$ cat config.mk
export PLATFORM = sky130hd
export DESIGN_NAME = sine_wave_nco
export DESIGN_NICKNAME = d
export VERILOG_FILES = /design/src/rtl/sine_wave_nco.sv
export SDC_FILE = /design/constraint.sdc
export NUM_CORES = 1
export LEC_CHECK = 0
export BUFFER_PORTS_ARGS = -buffer_cell sky130_fd_sc_hd__buf_2
export CAP_MARGIN = 20
export CELL_PAD_IN_SITES_DETAIL_PLACEMENT = 1
export CELL_PAD_IN_SITES_GLOBAL_PLACEMENT = 1
export CORE_UTILIZATION = 29
export CTS_BUF_LIST = sky130_fd_sc_hd__clkbuf_16
export DETAILED_ROUTE_END_ITERATION = 10
export GPL_TIMING_DRIVEN = 0
export MAX_ROUTING_LAYER = met4
export PLACE_DENSITY_LB_ADDON = 0.1
export SLEW_MARGIN = 20
export SYNTH_ARGS = -nofsm -noshare
export SYNTH_HDL_FRONTEND = slang
export SYNTH_SLANG_ARGS = --single-unit
$ cat constraint.sdc
create_clock -name Clk -period 6.05 [get_ports Clk]
set_clock_uncertainty 0.2 [all_clocks]
set_input_delay 0.605 -clock Clk [delete_from_list [all_inputs] [get_ports Clk]]
set_output_delay 0.605 -clock Clk [all_outputs]
set_load 0.1 [all_outputs]
$ cat src/rtl/sine_wave_nco.sv
// Purpose: phase-accumulator NCO with quarter-wave sine ROM, 10-bit offset-binary output.
// Latency: phase register value -> data_sin in 3 cycles; run -> data_valid in 3 cycles.
// Backpressure: none; the pipeline advances every cycle and never stalls.
//
// Ports:
//   Clk        - system clock, all state on the rising edge
//   ResetN     - synchronous active-low reset
//   run        - accumulate enable
//   fcw        - unsigned phase increment, zero-extended to ACC_W
//   data_sin   - sine sample, offset binary (midscale 512), range 1..1023
//   data_valid - sample was produced from a phase advanced under run=1
//   phase      - current accumulator value (debug)
module sine_wave_nco #(
    parameter int ACC_W  = 16,
    parameter int LUT_AW = 8,
    parameter int OUT_W  = 10
) (
    input  logic             Clk,
    input  logic             ResetN,
    input  logic             run,
    input  logic [7:0]       fcw,
    output logic [OUT_W-1:0] data_sin,
    output logic             data_valid,
    output logic [ACC_W-1:0] phase
);

    localparam int  IDX_W   = LUT_AW + 2;
    localparam int  ROM_N   = 2 ** LUT_AW;
    localparam int  AMP_W   = OUT_W - 1;
    localparam real PI      = 3.14159265358979323846;
    localparam logic [OUT_W-1:0] MIDSCALE = OUT_W'(2 ** (OUT_W - 1));

    // Quarter-wave table, sampled at half-step offsets so that no entry is
    // exactly 0 or full scale; this keeps data_sin inside 1..1023.
    logic [AMP_W-1:0] rom_tbl [ROM_N];

    for (genvar g = 0; g < ROM_N; g++) begin : g_rom
        localparam real ANG = 2.0 * PI * ($itor(g) + 0.5) / $itor(4 * ROM_N);
        localparam int  QV  = $rtoi(511.0 * $sin(ANG) + 0.5);
        assign rom_tbl[g] = AMP_W'(QV);
    end

    logic [IDX_W-1:0]  idx;
    logic [1:0]        quad;
    logic [LUT_AW-1:0] lut_a;

    assign idx   = phase[ACC_W-1 -: IDX_W];
    assign quad  = idx[IDX_W-1 -: 2];
    assign lut_a = idx[LUT_AW-1:0];

    logic [LUT_AW-1:0] s1_addr;
    logic [1:0]        s1_quad;
    logic [AMP_W-1:0]  s2_data;
    logic [1:0]        s2_quad;
    logic [1:0]        vld_sr;

    always_ff @(posedge Clk) begin
        if (!ResetN) begin
            phase      <= '0;
            s1_addr    <= '0;
            s1_quad    <= '0;
            s2_data    <= '0;
            s2_quad    <= '0;
            data_sin   <= MIDSCALE;
            vld_sr     <= '0;
            data_valid <= 1'b0;
        end else begin
            if (run) begin
                // Overflow carry is dropped, so wrap-around is seamless.
                phase <= phase + ACC_W'(fcw);
            end

            // Odd quadrants walk the table backwards: 255-a is ~a.
            s1_addr <= quad[0] ? ~lut_a : lut_a;
            s1_quad <= quad;

            s2_data <= rom_tbl[s1_addr];
            s2_quad <= s1_quad;

            // Upper half-wave (quad 0/1) above midscale, lower half below.
            if (s2_quad[1]) begin
                data_sin <= MIDSCALE - OUT_W'(s2_data);
            end else begin
                data_sin <= MIDSCALE + OUT_W'(s2_data);
            end

            vld_sr     <= {vld_sr[0], run};
            data_valid <= vld_sr[1];
        end
    end

endmodule

Word level (Yosys, flattened, before mapping)
Memories as Yosys holds them, arrays and structs flattened. A register that Yosys moved wholly into a read port is not among the register bits.
Index checks and enable logic that the tools add are counted.
Widths: inputs -> output; s select.
{"block": "classes", "addsub": 3, "n_mul": 0, "div_mod_pow": 0, "n_lt_le_gt_ge": 0, "eq_ne": 0, "n_shift": 0, "mux": 2, "bitwise_logic": 2, "reduce_logical": 1}
{"operator": "$add 16x8->16", "count": 1}
{"operator": "$add 10x9->10 const A", "count": 1}
{"operator": "$mux 10", "count": 1}
{"operator": "$sub 10x9->10 const A", "count": 1}
{"operator": "$not 8->9", "count": 1}
{"operator": "$mux 8", "count": 1}
{"operator": "$not 8->8", "count": 1}
{"operator": "$logic_not 1->1", "count": 1}
{"block": "totals", "register_bits": 41, "latchBits": 0, "ramBits": 0, "mem_bits_ro": 2304, "inputBits": 11, "n_memories": 1}
{"name": "(no name shown)", "words": 256, "word_bits": 9, "rd": 1, "rd_clocked_by_memory_dff": 1, "write_ports": 0, "line": "77", "rtl": "s2_data <= rom_tbl[s1_addr];"}

Logic depth before layout (Yosys ltp)
{"block": "logic_depth", "ltp_word": 2, "mapped_depth": 10}

Worst setup path after synthesis
Ideal clock, no wire load.
{"block": "synth_path", "path_type": "reg2reg", "start": "reg phase[0]", "end": "reg phase[10]", "setup_time_ps": 67, "arrival_time_ps": 2449, "slack_ps": 3334, "path_stages_with_launch": 9, "n_path_buf": 0, "synth_period_minus_slack_ps": 2716, "cell_sequence": "dfxtp_1 -> ha_1 -> fa_1 -> a21o_1 -> nand4_1 -> a31oi_1 -> nand4_1 -> xor2_1 -> nor2_1"}
{"block": "synth_between", "elab_chain_len": 1}
{"item": "start: declaration", "line": "24", "rtl": "output logic [ACC_W-1:0] phase"}
{"item": "start signal: assignment", "line": "70", "rtl": "phase <= phase + ACC_W'(fcw);"}
{"item": "$add 16x8->16", "line": "70"}
No other way between the ends.
A chain may end at the register's enable or synchronous reset.

Final worst setup path
{"block": "layout_path", "start": "reg s1_addr[1]", "end": "reg s2_data[1]"}
{"block": "layout_between", "elab_chain_len": 1}
{"item": "start: declaration", "line": "51", "rtl": "logic [LUT_AW-1:0] s1_addr;"}
{"item": "start signal: assignment", "line": "74", "rtl": "s1_addr <= quad[0] ? ~lut_a : lut_a;"}
{"item": "$not 8->9 (not written as such)", "line": "77"}
{"item": "end: declaration", "line": "53", "rtl": "logic [AMP_W-1:0] s2_data;"}
No other way between the ends.

==> summary by stage <==
CTS
Clock latency on the worst-skew pair, taken at its later pin, is between 200 and 300 ps. The number of H-tree levels is 2. The CTS tree is yes. The number of buffers inserted by hold repair at cts is 0.

After clock tree synthesis, the clock-pin slew on the worst setup and hold paths is ~70 ps. The longest clock path from root to sink contains 2 buffers. The clock net sink count is 48.

The tree is rooted in a sky130_fd_sc_hd__clkbuf_16. After clock tree synthesis, the setup repair step added 0 buffers. Buffers inserted during clock tree synthesis total 5. After clock tree synthesis, the repair step resized 0 gates.

Global route
The largest net degree at the start of global routing is 14. The first global-routing pass estimated around 27000 um of wire. The combined global-route utilization of all metal layers is 0.249. For met1 alone, demand over resource in global routing was 0.323. For this run, global-route usage on met3 was measured as 0.0304. The aggregate global routing overflow is 0. For met2 alone, demand over resource in global routing was 0.385. The layer carrying the most global-route usage is met2. The via count of the first global-routing pass is ~4600. The initial antenna violation count is 0.

Yosys
The number of enable-type register cells in the synthesized netlist is 0. The number of flip-flops and latches in the synthesized netlist is between 40 and 50. Of the synthesized area, sequential elements account for 0.230. For this run, the number of Yosys warnings is 0. After synthesis, the share of flip-flops with an asynchronous set or reset is 0. The total nets after synthesis is 592. The per-instance average area after synthesis is 7.51 um^2. The most used flip-flop cell after synthesis is sky130_fd_sc_hd__dfxtp_1. The post-synthesis instance area is about 4200 um^2. Synthesis produced ~560 cells. The netlist uses between 70 and 80 different library cells.

Setup path
In this run the critical register-to-register path is captured at s2_data[1]. Setup slack on the worst reg-to-reg path comes out at ~2700 ps. The worst path arrival time is between 3000 and 4000 ps. The kind of end point of the critical path is a register.

In this run the worst path has a maximum fanout of 10. The most critical setup path has its startpoint at s1_addr[1]. The element type at the critical path start is a register. The cell count of the worst reg-to-reg path is 10.

The required time of the worst setup path is 6000 ps. The critical path is of the register to register type. In this run the critical register-to-register path is launched from s1_addr[1]. The capture point of the worst path is s2_data[1].

Job
The tool flagged a number of max-cap violations equal to 0.

Placed design
The count of input and output buffers is 37. The congestion estimate from routability-driven global placement came to about 0.94. Once detailed placement completed, the half-perimeter wirelength came to 12800 um.

Route
The detailed-route vias per instance is approximately 5.8. The DRC violation count after routing is 0. The final antenna-violating net count is 0. After the first detailed-routing iteration, the DRC count stood at ~360. The number of vias after detailed routing is about 4600. After detailed routing, the average wire length per cell comes to between 20 and 25 um.

Before antenna repair, the detailed router went through 5 iterations. The total wire length is around 17000 um.

Power
The worst voltage drop across the vdd grid is between 100 and 150 uV. Dividing total power by cell area gives a power density of approximately 200 nW/um^2. The leakage power total is between 0.0015 and 0.002 uW.

Run status
The run finished with clean final reports.

Floorplan
The floorplan step defined a core boundary enclosing 14000 um^2. The die is 122 um tall. For this configuration, the core starts out at a cell density of 0.299. In this run the horizontal extent of the chip is between 100 and 150 um. The floorplan step defined a die boundary enclosing approximately 15000 um^2. The number of I/O pins is 38.

The number of rows created at floorplan is between 40 and 50.

Finish
0 antenna diodes ended up in the layout. The final net count is between 600 and 700. The area growth from synthesis to layout is 13.0%. The library cell used most frequently in the layout, excluding fill and tap cells, is sky130_fd_sc_hd__nor2_1. Leaving out fill and tap cells, the most frequent cells in the layout are sky130_fd_sc_hd__nor2_1 (70), sky130_fd_sc_hd__buf_2 (53), sky130_fd_sc_hd__dfxtp_1 (48), sky130_fd_sc_hd__a21oi_1 (44). The utilization after layout is 0.338. Of the cells placed in the final design, the portion with a size suffix greater than 1 is 0.155.

Timing
Summed over all failing endpoints, the final setup total negative slack is 0 ps. The maximum operating frequency is about 0.3 GHz. The count of final max-slew check failures came to 0. Headroom to the max-slew limit came out at 0.505. The period utilization is 0.553. The minimum clock period is ~3300 ps.

The number of setup violations in the final report is 0. Setup repair after global routing left no endpoint under its margin. The final count of hold timing violations is 0. At the pin with the least slew margin, the transition time is 742 ps.

Hold path
The class of the tightest hold or removal check is register to register.
-- metrics by stage --
step           cell area (um^2)  total power, uW  std cells  hold WS (ps)  worst slack (ps)
2_1_floorplan              4190              598        557           212              3330
3_3_place_gp               4600              681        774           214              2790
3_5_place_dp               4600              683        774           223              2790
4_1_cts                    4730              951        781           236              2770
5_1_grt                    4730              990        781           252              2630
6_report                   4730              947        781           232              2700
-- worst min path at each step --
stage                   start    endpoint  cells after the start
floorplan           vld_sr[1]  data_valid                      1
detailed placement  vld_sr[0]   vld_sr[1]                      1
CTS                 vld_sr[0]   vld_sr[1]                      1
global route        vld_sr[1]  data_valid                      1
global placement    vld_sr[0]   vld_sr[1]                      1
finish              vld_sr[0]   vld_sr[1]                      1
-- logic make-up (layout without fill, tap and decap cells) --
family	after synthesis	count (layout)	share of synthesized area
AND/OR/NAND/NOR	196	196	0.231
multiplexers	15	15	0.0395
AO/OA/AOI/OAI	182	182	0.288
buffers and inverters	63	107	0.0771
XOR/XNOR	29	29	0.0607
adder cells (fa/ha/maj)	24	24	0.0735
flip-flops	48	48	0.230
-- worst max-delay path, cell delays in order, from the launching register on --
cell,delay (ps)
sky130_fd_sc_hd__dfxtp_1,590
sky130_fd_sc_hd__buf_4,290
sky130_fd_sc_hd__inv_1,200
sky130_fd_sc_hd__ha_1,430
sky130_fd_sc_hd__clkbuf_1,490
sky130_fd_sc_hd__nor2_1,110
sky130_fd_sc_hd__a32oi_1,210
sky130_fd_sc_hd__nand3_1,100
sky130_fd_sc_hd__o221ai_1,250
sky130_fd_sc_hd__a311o_1,230
sky130_fd_sc_hd__o41ai_1,110
-- per-layer routing --
layer,part of all wire,vias to the layer above,wire [um]
met4,0.038,0,653
met1,0.45,2233,7780
met3,0.057,42,982
li1,-,2092,-
met2,0.46,194,7890
met5,0,-,0
-- power by group --
part,switching (uW),internal (uW)
Clock,116,149
Combinational,233,102
Sequential,15.7,330
Total,365,581
-- flip-flops by register name (all words and copies together), names as in the netlist --
| name | flops |
|---|---|
| s1_quad | 1 |
| s2_quad | 1 |
| phase | 16 |
| s2_data | 9 |
| data_sin | 10 |
| vld_sr | 2 |
| data_valid | 1 |
| s1_addr | 8 |
-- final cells by class --
cell class                 count  area, um^2
tap                          180         225
clock buffer                   5         125
multi-input combinational    446        2900
fill                        1780        9260
clock inverter                 2        8.76
buffer                        49         270
sequential                    48         961
timing repair buffer          37         185
inverter                      14        52.6
-- synth_stat cells (11+ instances only) --
master | count | area [um^2]
sky130_fd_sc_hd__nor2_1 | 70 | 263
sky130_fd_sc_hd__a211oi_1 | 18 | 135
sky130_fd_sc_hd__mux2i_1 | 12 | 120
sky130_fd_sc_hd__dfxtp_1 | 48 | 961
sky130_fd_sc_hd__buf_2 | 16 | 80.1
sky130_fd_sc_hd__nand2_1 | 37 | 139
sky130_fd_sc_hd__inv_1 | 11 | 41.3
sky130_fd_sc_hd__a21oi_1 | 44 | 220
sky130_fd_sc_hd__xor2_1 | 17 | 149
sky130_fd_sc_hd__ha_1 | 23 | 288
sky130_fd_sc_hd__o21ai_0 | 37 | 185
sky130_fd_sc_hd__and2_1 | 13 | 81.3
sky130_fd_sc_hd__clkbuf_1 | 16 | 60.1
sky130_fd_sc_hd__nand3_1 | 14 | 70.1
sky130_fd_sc_hd__xnor2_1 | 12 | 105
sky130_fd_sc_hd__nand2b_1 | 12 | 75.1
No activity file was read; power rests on OpenSTA's default activity.
